[src/rtl/uart_rx_param.sv]
// Parametrised oversampling UART receiver: mid-bit sampled start/data/parity/stop
// bits, delivered through a valid/ready holding register with parity, framing and overrun flags.
module uart_rx_param #(
    parameter int DATA_BITS   = 8,
    parameter int PARITY_MODE = 0,
    parameter int STOP_BITS   = 1,
    parameter int OVERSAMPLE  = 16
) (
    input  logic                 clk,
    input  logic                 rst,
    input  logic                 rx_d_in,
    input  logic                 sample_tick,
    output logic [DATA_BITS-1:0] d_out_rx,
    output logic                 rx_valid,
    input  logic                 rx_ready,
    output logic                 parity_err,
    output logic                 frame_err,
    output logic                 overrun_err,
    output logic                 busy
);

    localparam int TW = $clog2(OVERSAMPLE);
    localparam int BW = $clog2(DATA_BITS + 1);
    localparam logic [TW-1:0] HALF_LAST = TW'(OVERSAMPLE / 2 - 1);
    localparam logic [TW-1:0] FULL_LAST = TW'(OVERSAMPLE - 1);
    localparam logic [BW-1:0] DATA_LAST = BW'(DATA_BITS - 1);
    localparam logic [BW-1:0] STOP_LAST = BW'(STOP_BITS - 1);

    typedef enum logic [2:0] {S_IDLE, S_START, S_DATA, S_PARITY, S_STOP} state_e;

    state_e               state_q, state_d;
    logic [1:0]           sync_q;
    logic [TW-1:0]        tick_cnt_q, tick_cnt_d;
    logic [BW-1:0]        bit_cnt_q, bit_cnt_d;
    logic [DATA_BITS-1:0] shift_q, shift_d;
    logic                 perr_acc_q, perr_acc_d;
    logic                 ferr_acc_q, ferr_acc_d;
    logic [DATA_BITS-1:0] data_q, data_d;
    logic                 valid_q, valid_d;
    logic                 par_err_q, par_err_d;
    logic                 frm_err_q, frm_err_d;
    logic                 ovr_q, ovr_d;
    logic                 rxs, half_hit, full_hit, frame_done, pbit_xor;

    // NOTE: the synchroniser resets to the idle line level so reset release never looks like a start bit.
    always_ff @(posedge clk or negedge rst) begin
        if (!rst) sync_q <= 2'b11;
        else      sync_q <= {sync_q[0], rx_d_in};
    end

    assign rxs      = sync_q[1];
    assign half_hit = sample_tick && (tick_cnt_q == HALF_LAST);
    assign full_hit = sample_tick && (tick_cnt_q == FULL_LAST);
    assign pbit_xor = (^shift_q) ^ rxs;

    // NOTE: all state updates use non-blocking assignments so every register sees pre-edge values.
    always_ff @(posedge clk or negedge rst) begin
        if (!rst) begin
            state_q    <= S_IDLE;
            tick_cnt_q <= '0;
            bit_cnt_q  <= '0;
            shift_q    <= '0;
            perr_acc_q <= 1'b0;
            ferr_acc_q <= 1'b0;
            data_q     <= '0;
            valid_q    <= 1'b0;
            par_err_q  <= 1'b0;
            frm_err_q  <= 1'b0;
            ovr_q      <= 1'b0;
        end else begin
            state_q    <= state_d;
            tick_cnt_q <= tick_cnt_d;
            bit_cnt_q  <= bit_cnt_d;
            shift_q    <= shift_d;
            perr_acc_q <= perr_acc_d;
            ferr_acc_q <= ferr_acc_d;
            data_q     <= data_d;
            valid_q    <= valid_d;
            par_err_q  <= par_err_d;
            frm_err_q  <= frm_err_d;
            ovr_q      <= ovr_d;
        end
    end

    // NOTE: every signal gets a default first so no path through the case infers a latch.
    always_comb begin
        state_d    = state_q;
        tick_cnt_d = tick_cnt_q;
        bit_cnt_d  = bit_cnt_q;
        shift_d    = shift_q;
        perr_acc_d = perr_acc_q;
        ferr_acc_d = ferr_acc_q;
        frame_done = 1'b0;
        if (sample_tick && state_q != S_IDLE) tick_cnt_d = tick_cnt_q + 1'b1;
        case (state_q)
            S_IDLE: begin
                if (sample_tick && !rxs) begin
                    state_d    = S_START;
                    tick_cnt_d = '0;
                    bit_cnt_d  = '0;
                    perr_acc_d = 1'b0;
                    ferr_acc_d = 1'b0;
                end
            end
            S_START: begin
                if (half_hit) begin
                    tick_cnt_d = '0;
                    state_d    = rxs ? S_IDLE : S_DATA;
                end
            end
            S_DATA: begin
                if (full_hit) begin
                    tick_cnt_d = '0;
                    shift_d    = {rxs, shift_q[DATA_BITS-1:1]};
                    if (bit_cnt_q == DATA_LAST) begin
                        bit_cnt_d = '0;
                        state_d   = (PARITY_MODE != 0) ? S_PARITY : S_STOP;
                    end else begin
                        bit_cnt_d = bit_cnt_q + 1'b1;
                    end
                end
            end
            S_PARITY: begin
                if (full_hit) begin
                    tick_cnt_d = '0;
                    perr_acc_d = (PARITY_MODE == 2) ? ~pbit_xor : pbit_xor;
                    state_d    = S_STOP;
                end
            end
            S_STOP: begin
                if (full_hit) begin
                    tick_cnt_d = '0;
                    if (!rxs) ferr_acc_d = 1'b1;
                    if (bit_cnt_q == STOP_LAST) begin
                        bit_cnt_d  = '0;
                        state_d    = S_IDLE;
                        frame_done = 1'b1;
                    end else begin
                        bit_cnt_d = bit_cnt_q + 1'b1;
                    end
                end
            end
            default: state_d = S_IDLE;
        endcase
    end

    // A completing frame may replace the held word only if it is free or being read this cycle.
    always_comb begin
        data_d    = data_q;
        valid_d   = valid_q;
        par_err_d = par_err_q;
        frm_err_d = frm_err_q;
        ovr_d     = 1'b0;
        if (frame_done) begin
            if (!valid_q || rx_ready) begin
                data_d    = shift_q;
                valid_d   = 1'b1;
                par_err_d = perr_acc_q;
                frm_err_d = ferr_acc_d;
            end else begin
                ovr_d = 1'b1;
            end
        end else if (valid_q && rx_ready) begin
            valid_d = 1'b0;
        end
    end

    always_comb begin
        busy = (state_q != S_IDLE);
    end

    assign d_out_rx    = data_q;
    assign rx_valid    = valid_q;
    assign parity_err  = par_err_q;
    assign frame_err   = frm_err_q;
    assign overrun_err = ovr_q;

endmodule

[config.mk]
export PLATFORM = sky130hd
export DESIGN_NAME = uart_rx_param
export DESIGN_NICKNAME = d
export VERILOG_FILES = /design/src/rtl/uart_rx_param.sv
export SDC_FILE = /design/constraint.sdc
export NUM_CORES = 1
export LEC_CHECK = 0
export ABC_CLOCK_PERIOD_IN_PS = 1700
export CELL_PAD_IN_SITES_DETAIL_PLACEMENT = 1
export CELL_PAD_IN_SITES_GLOBAL_PLACEMENT = 1
export CORE_UTILIZATION = 41
export DETAILED_ROUTE_END_ITERATION = 8
export PLACE_DENSITY_LB_ADDON = 0.12
export SYNTH_ARGS = -nofsm -noshare
export SYNTH_HDL_FRONTEND = slang
export SYNTH_SLANG_ARGS = --single-unit
[constraint.sdc]
create_clock -name clk -period 1.7 [get_ports clk]
set_input_delay 0.255 -clock clk [delete_from_list [all_inputs] [get_ports clk]]
set_output_delay 0.255 -clock clk [all_outputs]
set_load 0.1 [all_outputs]
==> flow_summary.yaml, run 1 <==
status:
  outcome: "finished with violations"
  violations: "setup timing"
placed_design:
  dp_hpwl_um: 3223
  placedCellCount: 239
  place_congestion: 0.7714
  portBuffers: 17
grt:
  grt_pass1_vias: 1533
  grt_max_degree: 29
  grt_usage: 0.2128
  grt_pass1_wl_um: 7866
  antenna_found_initial: 0
  grt_overflow: 0
setup_path:
  rr_startpoint: "bit_cnt_q[0]$_DFFE_PN0P_"
  r2r-end: "d_out_rx[4]$_DFFE_PN0P_"
  cp-startpoint: "state_q[1]$_DFFE_PN0P_"
  end_kind: "primary output"
  crit_arrival_ns: 1.50
  reg2reg_slack_ns: -0.01
  reg2reg_depth: 6
  cp_slowest_cell: "dfrtp_2"
  critical_path.cell_chain: "buf_6 -> or3_4 -> buf_12"
  crit_type: "register to primary output"
  path_max_fanout: 7
  critPathRequiredTime_ns: 1.44
  max_stage_delay_ns: 0.44
  setup.worst_path.start_class: "register"
floorplan:
  die_area_um2: 4777
  start_util: 0.4241
  rows: 24
  die_h_um: 69.12
  core_um2: 4354
  io_pins: 18
  die_w_um: 69.12
layout:
  drive_above_1_share: 0.4608
  final_cells: 256
  area_growth_pct: 43.77
  n_antenna_cell: 0
  layout.nets: 212
yosys:
  yosys_warnings: 0
  avgSynthCellArea_um2: 11.99
  ys_async_sr_fraction: 1.000
  synth.distinct_cells: 52
  synthTopCellsByCount: "33 x dfrtp_1, 8 x mux2_4, 8 x nor2_1"
  syn_nets: 163
  yosysTopAreaCell: "dfrtp_1"
  syn_area_um2: 1847
  yosys-top-cells-area: "dfrtp_1 45%, mux2_4 6.5%, mux2_1 3.0%"
  ys_seq_elements: 35
  synth_top_area_frac: 0.4472
  yosysSeqAreaShare: 0.4756
  synthCells: 154
  yosysMostFrequentCell: "dfrtp_1"
  ys.flop_type: "dfrtp_1"
  synth_edf_count: 0
clocking:
  cts_hold_buf: 0
  clockBufferDepth: 2
  clock-root-buffer: "clkbuf_8"
  clk_pin_slew_ns: 0.07
  cts_tree: "built"
  numCtsBuffers: 5
  clock_sinks: 35
  h-tree-depth: 2
  clock_latency_ns: 0.29
worst_hold_path:
  hp-class: "input port to asynchronous set/reset pin"
detailed_routing:
  wire_per_inst_um: 18.46
  drt-pass1-iter-count: 4
  vias: 1391
  postRouteAntennaNets: 0
  dr.first_iter.drc_count: 73
  viasPerCell: 5.434
  drt-total-wl_um: 4725
  drcViolationCount: 0
sta:
  fin_tns_setup_ns: -0.1011
  fin_crit_ns: 1.760
  setup_violations: 6
  worst_slack_ns: -0.05977
  max-slew-margin-rel: 0.6975
  rsz0062_at_grt: "yes"
  drv_slew: 0
  tightest_slew_ns: 0.4524
  hold_viol_final: 0
  clock_skew_ns: 0.008239
  fin_crit_sh: 1.035
  clock.fmax_ghz: 0.5683
power:
  switching_share: 0.3591
  power.switching_mw: 1.092
  ir_drop_mv: 0.6099
  p_per_area_nw_per_um2: 1145
  p_comb_frac: 0.441
  p_int_mw: 1.949
  seqPwrFrac: 0.366
  power.share.clock: 0.193
  p_leak_nw: 1.221
job:
  cap_violations: 0
[flip-flops by register name, indices dropped and copies added (netlist names)]
name	count
shift_q	8
bit_cnt_q	4
sync_q	2
perr_acc_q	1
rx_valid	1
ferr_acc_q	1
state_q	3
frame_err	1
tick_cnt_q	4
parity_err	1
overrun_err	1
d_out_rx	8
[worst max-delay path by stage]
stage | end | cells past startpoint
finish | busy | 3
global route | d_out_rx[4]$_DFFE_PN0P_ | 6
CTS | bit_cnt_q[2]$_DFFE_PN0P_ | 7
detailed placement | bit_cnt_q[3]$_DFFE_PN0P_ | 5
global placement | bit_cnt_q[2]$_DFFE_PN0P_ | 5
floorplan | shift_q[0]$_DFFE_PN0P_ | 4
[final cells by class]
cell class	instances	area, µm²
inverter	6	22.52
clock inverter	1	5.005
fill	422	1699
tap	52	65.06
multi-input combinational	107	1044
sequential	35	880.8
clock buffer	7	76.32
timing repair buffer	48	561.8
[layer usage]
layer	routed length (µm)	up-vias	GRT usage
met5	0	-	0
met4	73	0	0.07256
met2	2410	24	0.3700
met1	2112	703	0.2688
met3	128	9	0.03216
li1	-	655	-
[timing repair]
| item | CTS | global route |
|---|---|---|
| pin swaps | 3 | 3 |
| cloned | 1 | 0 |
| endpoints found under the setup margin | 14 | 26 |
| setup buffers | 2 | 6 |
| endpoints found under the hold margin | 0 | 0 |
| resized for setup | 13 | 12 |
[critical path, delay by kind of cell, from the launching register on]
family	cells	cell delay (ns)
and+or+nand+nor	1	0.44
DFF	1	0.44
buffers and inverters	2	0.33
[cells in the final DEF, fill, tap and decap left out, types with 3 or more instances in the layout]
master	synthesis	layout
buf_12	0	15
dfrtp_1	33	31
buf_4	0	28
xnor2_1	6	6
nor2_1	8	7
nand2_1	6	6
clkbuf_8	0	5
clkdlybuf4s50_1	0	4
a21oi_1	5	5
mux2_2	5	5
nor3_1	3	3
nand4_4	2	3
nand3_1	5	5
inv_1	6	4
mux2_4	8	13
[cells by family (layout without fill, tap and decap cells)]
kind of cell             after synthesis  count (layout)  synth area share
AO/OA/AOI/OAI                         30              30            0.1179
XOR/XNOR                               8               8           0.04539
adder cells (fa/ha/maj)                4               4           0.02710
buffers and inverters                 13              62           0.02981
flip-flops                            35              35            0.4756
multiplexers                          20              20            0.1369
AND/OR/NAND/NOR                       44              45            0.1673
[through the flow]
stage	cell area (µm²)	total power [mW]	util	worst slack [ns]	hold slack [ns]
3_5_place_dp	2384	2.234	0.5474	-0.2965	0.3503
2_1_floorplan	1857	1.772	-	0.03436	-0.04059
5_1_grt	2655	3.232	0.6098	-0.09470	0.3011
6_report	2655	3.040	0.6098	-0.05977	0.2774
3_3_place_gp	2384	2.168	0.5474	-0.2144	0.3465
4_1_cts	2541	2.915	0.5836	-0.05379	0.2814
[power by group through the flow]
stage	clock, mW	sequential [mW]	combinational (mW)
finish	0.586	1.11	1.34
global route	0.633	1.13	1.47
CTS	0.606	1.10	1.21
detailed placement	0	1.11	1.12
global placement	0	1.09	1.08
floorplan	0	1.07	0.700
(Power assumes the default switching activity.)
==> inputs of run 2 (changes only) <==
--- a/config.mk
+++ b/config.mk
@@ -10,6 +10,7 @@
 export CELL_PAD_IN_SITES_GLOBAL_PLACEMENT = 1
 export CORE_UTILIZATION = 41
 export DETAILED_ROUTE_END_ITERATION = 8
+export MAX_ROUTING_LAYER = met4
 export PLACE_DENSITY_LB_ADDON = 0.12
 export SYNTH_ARGS = -nofsm -noshare
 export SYNTH_HDL_FRONTEND = slang
==> run 2 against run 1 <==
  * The run still ends with setup timing left
  * Combinational power is essentially flat
  * Sequential share of layout area stayed put
  * Register-to-register slack about the same
  * Sequential cell count unchanged
  * Utilization stayed put
  * Setup slack worse by 0.0011 ns
  * Power shrank 0.11%
  * Count of clock-buffer cells in the layout did not move
  * Critical path depth is the same
  * Sequential power about the same
  * Fmax barely moved
  * Wire length barely moved
==> flow_summary.yaml, run 2 (synthesis results as in run 1) <==
status:
  outcome: "finished with violations"
  violations: "setup timing"
sta:
  worst_slack_ns: -0.06092
  hold_viol_final: 0
  drv_slew: 0
  fin_crit_sh: 1.036
  tightest_slew_ns: 0.4585
  clock_skew_ns: 0.007948
  fin_crit_ns: 1.761
  rsz0062_at_grt: "yes"
  holdWs_ns: 0.2793
  clock.fmax_ghz: 0.5679
  setup_violations: 6
  fin_tns_setup_ns: -0.1010
  max-slew-margin-rel: 0.6934
detailed_routing:
  drt-pass1-iter-count: 4
  viasPerCell: 5.480
  dr.first_iter.drc_count: 85
  drcViolationCount: 0
  wire_per_inst_um: 18.44
  drt-total-wl_um: 4721
  vias: 1403
  postRouteAntennaNets: 0
clocking:
  clockBufferDepth: 2
  clock_sinks: 35
  cts_tree: "built"
  clock-root-buffer: "clkbuf_8"
  clock_latency_ns: 0.29
  clk_pin_slew_ns: 0.07
  h-tree-depth: 2
  numCtsBuffers: 5
worst_hold_path:
  hp-class: "input port to asynchronous set/reset pin"
grt:
  grt_usage: 0.2193
  grtUsageMet2: 0.3700
  antenna_found_initial: 0
  grt_pass1_vias: 1532
  grt_pass1_wl_um: 7866
  grt_overflow: 0
  top_usage_layer: "met2"
  grt_max_degree: 29
  grt_use_met3: 0.03216
  use_met1: 0.2698
setup_path:
  setup.worst_path.start_class: "register"
  critPathRequiredTime_ns: 1.44
  crit_arrival_ns: 1.51
  path_max_fanout: 7
  crit_type: "register to primary output"
  end_kind: "primary output"
power:
  finalPower_mw: 3.037
  p_per_area_nw_per_um2: 1144
  ir_drop_mv: 0.6101
  p_leak_nw: 1.221
floorplan:
  core_um2: 4354
  die_area_um2: 4777
  die_h_um: 69.12
  rows: 24
  start_util: 0.4241
  io_pins: 18
  die_w_um: 69.12
layout:
  utilization: 0.6098
  n_antenna_cell: 0
  final_cell_mix: "31 x dfrtp_1, 28 x buf_4, 15 x buf_12, 13 x mux2_4, 7 x nor2_1"
  layout.nets: 212
  stdcell_area_um2: 2655
  num-fill-cells: 422
  final_cells: 256
  drive_above_1_share: 0.4608
  area_growth_pct: 43.77
  final_common_cell: "dfrtp_1"
placed_design:
  portBuffers: 17
  place_congestion: 0.7818
  dp_hpwl_um: 3223
  dp_slack_ns: -0.2965
  placedCellCount: 239
  postPlaceCellArea_um2: 2384
job:
  cap_violations: 0
[run 2: final cells by class]
cell class	count	area (µm²)	share of cell area
multi-input cells	107	1044	0.3930
repair buffers	48	561.8	0.2116
inverters	6	22.52	0.008483
clock buffers	7	76.32	0.02875
well taps	52	65.06	0.02451
clock inverters	1	5.005	0.001885
flip-flops and latches	35	880.8	0.3318
[run 2: timing repair]
| action | 4_1_cts | 5_1_grt |
|---|---|---|
| setup endpoints to repair | 14 | 26 |
| hold buffers | 0 | 0 |
| setup buffers | 2 | 6 |
| gates cloned | 1 | 0 |
| gates resized for setup | 13 | 12 |
| pin swaps | 3 | 3 |
[run 2: final timing paths]
check	endpoint	startpoint	slack, ns	depth (start not counted)
max reg2reg	d_out_rx[4]$_DFFE_PN0P_	bit_cnt_q[0]$_DFFE_PN0P_	-0.01	6
min in group clk	sync_q[1]$_DFF_PN1_	sync_q[0]$_DFF_PN1_	0.36	0
max	busy	state_q[1]$_DFFE_PN0P_	-0.06	3
max in group asynchronous	rx_valid$_DFFE_PN0P_	rst	0.91	2
min	state_q[0]$_DFFE_PN0P_	rst	0.28	1
min reg2reg	sync_q[1]$_DFF_PN1_	sync_q[0]$_DFF_PN1_	0.36	0
[run 2: power by group]
group / leakage, nW / internal, mW / total, mW / switching [mW]
Combinational: 0.718 / 0.701 / 1.34 / 0.636
Clock: 0.0422 / 0.287 / 0.587 / 0.299
Sequential: 0.461 / 0.960 / 1.11 / 0.154
Total: 1.22 / 1.95 / 3.04 / 1.09
[run 2: metal layers]
metal	vias up	share of wire
met3	9	0.019
met2	20	0.52
li1	655	-
met1	719	0.45
met4	0	0.011
met5	-	0
[run 2: critical path, cell delays in order, from the launching register on]
cell and delay, ns:
dfrtp_2 0.44, buf_6 0.14, or3_4 0.44, buf_12 0.19
==> inputs of run 3 (changes only) <==
--- a/config.mk
+++ b/config.mk
@@ -12,6 +12,7 @@
 export DETAILED_ROUTE_END_ITERATION = 8
 export MAX_ROUTING_LAYER = met4
 export PLACE_DENSITY_LB_ADDON = 0.12
+export SETUP_SLACK_MARGIN = 0.15
 export SYNTH_ARGS = -nofsm -noshare
 export SYNTH_HDL_FRONTEND = slang
 export SYNTH_SLANG_ARGS = --single-unit
==> run 3 against run 2 <==
  * The run still ends with setup timing left
  * Sequential share of layout area down 2.4 points
  * Setup slack worse by 0.049 ns
  * Cell count up 3.1%
  * Highest routed layer unchanged
  * Utilization up 4.9 points
==> flow_summary.yaml, run 3 (synthesis results as in run 1) <==
clocking:
  clockBufferDepth: 2
  clk_pin_slew_ns: 0.08
  cts_tree: "built"
  clock-root-buffer: "clkbuf_8"
  cts_hold_buf: 0
  clock_latency_ns: 0.29
  clock_sinks: 35
  h-tree-depth: 2
  numCtsBuffers: 5
floorplan:
  core_um2: 4354
  start_util: 0.4241
  die_h_um: 69.12
  die_area_um2: 4777
  die_w_um: 69.12
  rows: 24
  io_pins: 18
setup_path:
  end_kind: "register"
  max_stage_delay_ns: 0.39
  setup.worst_path.start_class: "register"
  cp_top_family: "simple AND/OR/NAND/NOR gates"
  crit_arrival_ns: 1.99
  critPathRequiredTime_ns: 1.88
  reg2reg_slack_ns: -0.11
  crit_buf_inv: 1
  critical_path.cell_chain: "inv_2 -> ha_4 -> nor3b_4 -> nor2b_4 -> nand4_4 -> mux2_4"
  path_max_fanout: 5
  cp_slowest_cell: "dfrtp_1"
  crit_type: "register to register"
layout:
  n_antenna_cell: 0
  layout.nets: 220
  final_cell_mix: "30 x dfrtp_1, 27 x buf_4, 15 x buf_12, 13 x mux2_4, 10 x buf_6"
  stdcell_area_um2: 2867
  utilization: 0.6583
  final_common_cell: "dfrtp_1"
  drive_above_1_share: 0.5660
  area_growth_pct: 55.22
power:
  p_leak_nw: 1.301
  p_per_area_nw_per_um2: 1185
  ir_drop_mv: 0.8516
detailed_routing:
  drt-pass1-iter-count: 4
  wire_per_inst_um: 20.77
  dr.first_iter.drc_count: 61
  postRouteAntennaNets: 0
  vias: 1466
  drcViolationCount: 0
  drt-total-wl_um: 5482
  viasPerCell: 5.553
sta:
  rsz0062_at_grt: "yes"
  clock.fmax_ghz: 0.5525
  fin_crit_ns: 1.810
  drv_slew: 0
  fin_crit_sh: 1.065
  tightest_slew_ns: 0.4871
  worst_slack_ns: -0.1099
  clock_skew_ns: 0.01217
  hold_viol_final: 0
  max-slew-margin-rel: 0.6742
  setup_violations: 11
grt:
  grt_pass1_wl_um: 8659
  grt_pass1_vias: 1574
  antenna_found_initial: 0
  grt_overflow: 0
  grt_max_degree: 28
  grt_usage: 0.2464
placed_design:
  dp_slack_ns: -0.3224
  dp_hpwl_um: 3283
  postPlaceCellArea_um2: 2374
  place_congestion: 0.8069
  portBuffers: 17
status:
  violations: "setup timing"
  outcome: "finished with violations"
job:
  cap_violations: 0
worst_hold_path:
  hp-class: "input port to asynchronous set/reset pin"
[run 3: through the flow]
step	power [mW]	setup TNS, ns	std cells	hold WS [ns]
floorplan	1.818	0	154	-0.04059
finish	3.396	-0.7549	264	0.2829
global route	3.572	-1.640	264	0.3194
detailed placement	2.185	-4.420	236	0.3530
CTS	3.198	-0.3618	255	0.2993
global placement	2.121	-3.751	236	0.3474
[run 3: area by class of cell]
type	count	area [µm²]
Multi-Input combinational cell	107	1142
Clock buffer	8	100.1
Fill cell	407	1488
Sequential cell	35	882.1
Timing Repair Buffer	56	654.4
Tap cell	52	65.06
Inverter	6	22.52
[run 3: report_power, final]
part / switching, mW / total [mW] / leakage, nW / internal (mW)
Clock: 0.312 / 0.682 / 0.0515 / 0.370
Sequential: 0.177 / 1.14 / 0.460 / 0.962
Combinational: 0.738 / 1.58 / 0.789 / 0.837
[run 3: worst paths after layout]
path | startpoint | to | cells after the start
setup / recovery | bit_cnt_q[0]$_DFFE_PN0P_ | d_out_rx[1]$_DFFE_PN0P_ | 6
hold / removal | rst | state_q[1]$_DFFE_PN0P_ | 1
setup reg to reg | bit_cnt_q[0]$_DFFE_PN0P_ | d_out_rx[1]$_DFFE_PN0P_ | 6
hold reg to reg | sync_q[0]$_DFF_PN1_ | sync_q[1]$_DFF_PN1_ | 0
max in group asynchronous | rst | rx_valid$_DFFE_PN0P_ | 2
min in group clk | sync_q[0]$_DFF_PN1_ | sync_q[1]$_DFF_PN1_ | 0
[run 3: routing by layer]
metal  track usage  vias up  wire [µm]
met5             -        -          0
met4       0.08163        0         67
met3       0.04094        5        122
met2        0.4013       18       2821
met1        0.3132      773       2470
li1              -      670          -
[run 3: what timing repair did]
item | in CTS | in global routing
resized for setup | 41 | 17
setup buffers | 10 | 9
pin swaps | 9 | 15
gates cloned | 1 | 0
endpoints found under the setup margin | 30 | 31
